`src/rtl/sdram_port_arbiter.sv`:
```
// sdram_port_arbiter
//   Shares the single-request host port of an SDRAM controller between two
//   requesters, A (CPU data bus) and B (DMA / video fetch). One whole
//   transaction is granted at a time. The winner's request is registered
//   towards the controller, and read data plus a one-cycle ack go back to
//   the owner. No grant is issued until the controller reports that
//   initialisation is complete.
//
// Parameters
//   FIXED_PRIORITY : 0 = round-robin between A and B, 1 = A always wins a tie
//   ADDR_MSB       : MSB of the word address; addresses are [ADDR_MSB:1]
//
// Ports
//   clk, reset          : system clock, synchronous active-high reset
//   a_* / b_*           : requester ports (access, addr, wdata, wr_en,
//                         bytesel in; rdata, ack out)
//   m_config_done       : controller initialisation complete
//   m_access .. m_bytesel : registered request to the controller
//   m_rdata, m_compl    : controller read data and completion pulse
//   grant_b             : 1 while the current/last transaction belongs to B
module sdram_port_arbiter #(
  parameter bit FIXED_PRIORITY = 1'b0,
  parameter int ADDR_MSB       = 25
) (
  input  logic                clk,
  input  logic                reset,
  input  logic                a_access,
  input  logic [ADDR_MSB:1]   a_addr,
  input  logic [15:0]         a_wdata,
  input  logic                a_wr_en,
  input  logic [1:0]          a_bytesel,
  output logic [15:0]         a_rdata,
  output logic                a_ack,
  input  logic                b_access,
  input  logic [ADDR_MSB:1]   b_addr,
  input  logic [15:0]         b_wdata,
  input  logic                b_wr_en,
  input  logic [1:0]          b_bytesel,
  output logic [15:0]         b_rdata,
  output logic                b_ack,
  input  logic                m_config_done,
  output logic                m_access,
  output logic [ADDR_MSB:1]   m_addr,
  output logic [15:0]         m_wdata,
  output logic                m_wr_en,
  output logic [1:0]          m_bytesel,
  input  logic [15:0]         m_rdata,
  input  logic                m_compl,
  output logic                grant_b
);

  typedef enum logic [1:0] {
    IDLE  = 2'd0,
    BUSY  = 2'd1,
    DRAIN = 2'd2
  } state_t;

  state_t state_r;
  logic   last_b_r;   // 1 when B was the last port served
  logic   win_b_s;    // 1 when B wins the current arbitration

  // Arbitration: a lone requester always wins; on a tie use fixed or round-robin priority
  always_comb begin
    win_b_s = 1'b0;
    if (b_access && !a_access) begin
      win_b_s = 1'b1;
    end else if (b_access && a_access && (FIXED_PRIORITY == 1'b0) && !last_b_r) begin
      win_b_s = 1'b1;
    end else begin
      win_b_s = 1'b0;
    end
  end

  // Transaction FSM with all controller-side and requester-side outputs registered
  always_ff @(posedge clk) begin
    if (reset) begin
      state_r   <= IDLE;
      last_b_r  <= 1'b1;      // makes A win the first tie
      m_access  <= 1'b0;
      m_addr    <= '0;
      m_wdata   <= 16'h0000;
      m_wr_en   <= 1'b0;
      m_bytesel <= 2'b00;
      grant_b   <= 1'b0;
      a_ack     <= 1'b0;
      b_ack     <= 1'b0;
      a_rdata   <= 16'h0000;
      b_rdata   <= 16'h0000;
    end else begin
      case (state_r)
        IDLE: begin
          a_ack <= 1'b0;
          b_ack <= 1'b0;
          if (m_config_done && (a_access || b_access)) begin
            m_addr    <= win_b_s ? b_addr    : a_addr;
            m_wdata   <= win_b_s ? b_wdata   : a_wdata;
            m_wr_en   <= win_b_s ? b_wr_en   : a_wr_en;
            m_bytesel <= win_b_s ? b_bytesel : a_bytesel;
            m_access  <= 1'b1;
            grant_b   <= win_b_s;
            last_b_r  <= win_b_s;
            state_r   <= BUSY;
          end else begin
            state_r <= IDLE;
          end
        end
        BUSY: begin
          // The request stays latched even if the owner drops access meanwhile
          if (m_compl) begin
            m_access <= 1'b0;
            if (grant_b) begin
              b_ack   <= 1'b1;
              b_rdata <= m_wr_en ? 16'h0000 : m_rdata;
            end else begin
              a_ack   <= 1'b1;
              a_rdata <= m_wr_en ? 16'h0000 : m_rdata;
            end
            state_r <= DRAIN;
          end else begin
            state_r <= BUSY;
          end
        end
        DRAIN: begin
          // One dead cycle so a lingering completion from the controller is not
          // mistaken for the next transaction
          a_ack   <= 1'b0;
          b_ack   <= 1'b0;
          state_r <= IDLE;
        end
        default: begin
          m_access <= 1'b0;
          a_ack    <= 1'b0;
          b_ack    <= 1'b0;
          state_r  <= IDLE;
        end
      endcase
    end
  end

endmodule

```
`config.mk`:
```
export PLATFORM = sky130hd
export DESIGN_NAME = sdram_port_arbiter
export DESIGN_NICKNAME = d
export VERILOG_FILES = /design/src/rtl/sdram_port_arbiter.sv
export SDC_FILE = /design/constraint.sdc
export NUM_CORES = 1
export LEC_CHECK = 0
export BUFFER_PORTS_ARGS = -buffer_cell sky130_fd_sc_hd__buf_2
export CAP_MARGIN = 20
export CORE_ASPECT_RATIO = 0.6
export CORE_MARGIN = 3
export CORE_UTILIZATION = 50
export DETAILED_ROUTE_END_ITERATION = 8
export HOLD_SLACK_MARGIN = 0.06
export PLACE_DENSITY = 0.95
export REMOVE_ABC_BUFFERS = 1
export SLEW_MARGIN = 20
export SYNTH_ARGS = -nofsm -noshare
export SYNTH_HDL_FRONTEND = slang
export SYNTH_SLANG_ARGS = --single-unit
```
`constraint.sdc`:
```
create_clock -name clk -period 2.05 [get_ports clk]
set_input_delay 0.615 -clock clk [delete_from_list [all_inputs] [get_ports clk]]
set_output_delay 0.615 -clock clk [all_outputs]
set_load 0.01 [all_outputs]
```
==> results.md <==
Final layout:
- The filler cells instantiated in the layout total 590.
- The area of all placed cells without fillers is 0.005234 mm2.
- The fraction of layout instances using a drive strength above 1 is 47.91%.
- The total area of multi-input combinational cells is 0.001812 mm2.
- The repair_antennas step left the layout with diodes totalling 0.
- Relative to the synthesized area, the layout overhead comes to 32.88%.
- The sequential cells in the finished layout cover a total of between 0.0015 and 0.002 mm2.
- Measured on the finished design, the core utilization comes to 70.28%.
- The number of nets at the end of the flow is just under 700.

Die:
- In this run the horizontal extent of the chip is approximately 120 um.
- The floorplan step set the die height to 74.75 um.
- The total area inside the core boundary comes to 0.007447 mm2.
- The floorplan has 24 rows.
- Once the floorplan was initialized, standard cells occupied a little over half of the core.
- In this run the count of I/O pins placed on the die edge is 190.
- The die covers 0.009013 mm2.

Clock tree:
- No sink is reached through more buffers than the 2 on the longest clock path.
- Gates resized during post-CTS repair numbered 0.
- The H-tree was split into 3 levels.
- The number of clock sinks seen by CTS is between 80 and 90.
- The clock root buffer is sky130_fd_sc_hd__clkbuf_16.
- The buffer count from post-CTS setup fixing is 0.
- TritonCTS built the clock tree.
- The number of buffers created by CTS is 9.
- The CTS clock-pin slew for the worst setup and hold paths is 60 ps.
- The clock latency at the later pin of the worst-skew pair is 330 ps.
- The hold-fix buffer count after cts is 0.

Worst setup path:
- The critical path endpoint category is a register.
- The worst setup path startpoint is a_access.
- The required arrival time at the worst endpoint is 2290 ps.
- The startpoint of the most critical register-to-register path is state_r[0]$_SDFF_PP0_.
- The worst register-to-register path ends at m_addr[21]$_SDFFE_PP0P_.
- The minimum setup slack among reg-to-reg paths is 480 ps.
- The worst setup path is launched from an input pin.
- In this run the worst path has a maximum fanout of 44.
- Following the worst setup path forward leads to its endpoint at m_addr[11]$_SDFFE_PP0P_.
- The worst endpoint data arrival time is 1920 ps.
- The worst reg-to-reg path cell count is 4.
- By startpoint and endpoint, the worst setup path is classified as in2reg.

STA:
- The worst path needs 1684 ps of the cycle, external delays included.
- Setup repair after global routing left no endpoint under its margin.
- The slew at the pin closest to its max-slew limit is 844.9 ps.
- The clock tree skew after final layout is ~6.1 ps.
- Across all hold checks on the routed design, the worst slack comes to ~450 ps.
- The hold violation total from the final report is 0.
- The aggregate negative setup slack is 0 ps.
- The maximum achievable frequency is 0.5939 GHz.
- The remaining max-slew budget at the tightest pin is 43.67%.
- The period utilization is 82.13%.
- The max-slew violation total from the final report is 0.
- Setup violations remaining at the end of the flow were counted as 0.

Outcome:
- The flow ran to the end, and the final reports show no timing, DRC or antenna violations.

Logic synthesis:
- The number of different library cells used by synthesis comes to 32.
- The Yosys warning count is 0.
- Synthesis handed over a netlist of 398 instances.
- The synthesized area is slightly below 0.004 mm2.
- The average size of a mapped cell is 9.896 um2.
- After synthesis, flip-flops and latches occupy a little over two fifths of the total area.
- The count of state elements after synthesis is 83.

GRT:
- The overall global routing resource usage is roughly a quarter.
- The number of global-route vias before repair is 3583.
- The wire length of the first global-routing pass is between 15000 and 20000 um.
- Entering global routing, the biggest net connects 47 pins.
- The initial antenna violation count is 0.
- The residual overflow from global routing is 0.

Route:
- The count of routing violations after the opening detailed-route iteration is 248.
- The via density per instance is between 5 and 6.
- The remaining antenna violation count is 0.
- In the routed design, unresolved DRC markers number 0.
- The final routed wire length divided by cell count is 16.07 um.
- The pre-antenna-repair detailed-routing pass consisted of 4 iterations.
- For this block, the routed nets add up to 10890 um of wire.
- The detailed router placed 3679 vias in this run.

Power and ir drop:
- The power per cell area is between 800 and 900 mW/mm2.
- IR analysis of the VDD net gives a maximum drop of 0.6045 mV.
- Overall power consumption after layout is estimated at 4.362 mW.
- The analysis attributes to cell leakage a power of 2.244 nW.

Hold path:
- The class of the most critical hold timing path is reg2reg.

Place:
- The quantity of I/O buffers inserted on ports is 189.
- Once placement finished, the instance area stood at 0.004892 mm2.
- The HPWL after detailed placement is 7949 um.
- The routability congestion estimate is 0.7751.

Run:
- The max-cap violation count is 0.
synth_stat cells, drive strengths merged:
master / instances / share of area (%)
a21bo: 1 / 0.25
a21oi: 35 / 4.4
a221o: 1 / 0.25
a221oi: 44 / 16
a32oi: 1 / 0.22
and4b: 1 / 0.25
and4bb: 1 / 0.32
buf: 30 / 6.0
clkbuf: 13 / 1.6
dfxtp: 83 / 42
inv: 46 / 4.4
mux2: 1 / 0.29
nand2: 67 / 6.4
nand2b: 1 / 0.16
nand4b: 1 / 0.22
nand4bb: 2 / 0.57
nor2: 1 / 0.095
nor2b: 17 / 2.7
nor3: 4 / 0.51
nor3b: 1 / 0.48
o21ai: 3 / 0.67
o32ai: 44 / 12
critical path: stages:
cell and delay (ps):
sky130_fd_sc_hd__buf_2 150, sky130_fd_sc_hd__inv_2 610, sky130_fd_sc_hd__o32ai_1 240, sky130_fd_sc_hd__a221oi_2 270
layer usage:
layer | global-route usage [%] | vias to the layer above | part of all wire (%) | wire length [um]
met3 | 5.931 | 15 | 6.6 | 716
met1 | 26.79 | 1713 | 41 | 4457
met5 | 0 | - | 0 | 0
met4 | 6.910 | 0 | 1.1 | 125
li1 | - | 1797 | - | -
met2 | 44.16 | 154 | 51 | 5595
flip-flops by register name (all words and copies together) (netlist names):
name and count:
a_ack 1, a_rdata 16, b_ack 1, b_rdata 16
grant_b 1, last_b_r 1, m_access 1, m_addr 25
m_bytesel 2, m_wdata 16, m_wr_en 1, state_r 2
power breakdown:
part           switching (mW)  internal (mW)
Clock                   0.636           1.19
Sequential             0.0581           1.71
Combinational           0.420          0.349
Total                    1.11           3.25
metrics by stage:
step | cells | setup slack [ps]
CTS | 678 | 372.4
global route | 678 | 215.6
floorplan | 355 | -1801
global placement | 662 | 76.12
detailed placement | 662 | 36.49
finish | 678 | 366.2
cells by family (layout without fill, tap and decap cells):
group	Yosys count	in the layout	share of synthesized area (%)
buf+inv	89	265	12.01
mux	1	1	0.2859
flops	83	83	42.19
simple gates	96	96	11.69
compound gates	129	129	33.83
cell usage in the layout, fill, tap and decap left out, types with 3 or more instances in the layout:
master and instances:
sky130_fd_sc_hd__a221oi_2 41, sky130_fd_sc_hd__nor3_1 4, sky130_fd_sc_hd__inv_1 45, sky130_fd_sc_hd__dfxtp_1 83
sky130_fd_sc_hd__bufinv_16 3, sky130_fd_sc_hd__a221oi_1 3, sky130_fd_sc_hd__o32ai_2 10, sky130_fd_sc_hd__nand2_1 67
sky130_fd_sc_hd__buf_2 188, sky130_fd_sc_hd__nor2b_1 16, sky130_fd_sc_hd__clkbuf_16 9, sky130_fd_sc_hd__a21oi_1 35
sky130_fd_sc_hd__buf_4 10, sky130_fd_sc_hd__o32ai_1 34, sky130_fd_sc_hd__buf_12 5
layout make-up:
cell class                 count  share of cell area (%)
inverter                      46                   3.299
timing repair buffer         203                   21.32
tap                          104                   2.486
clock buffer                   9                   4.303
sequential                    83                   31.75
clock inverter                 7                   2.223
multi-input combinational    226                   34.62
worst min path at each step:
stage,start,end,slack (ps),cells past startpoint
floorplan,a_rdata[0]$_SDFFE_PP0P_,a_rdata[0]$_SDFFE_PP0P_,470,2
global placement,b_rdata[12]$_SDFFE_PP0P_,b_rdata[12]$_SDFFE_PP0P_,440,2
detailed placement,b_rdata[12]$_SDFFE_PP0P_,b_rdata[12]$_SDFFE_PP0P_,450,2
CTS,b_rdata[12]$_SDFFE_PP0P_,b_rdata[12]$_SDFFE_PP0P_,450,2
global route,a_rdata[10]$_SDFFE_PP0P_,a_rdata[10]$_SDFFE_PP0P_,470,2
finish,b_rdata[11]$_SDFFE_PP0P_,b_rdata[11]$_SDFFE_PP0P_,450,2
Power figures use the tool's default switching activity.
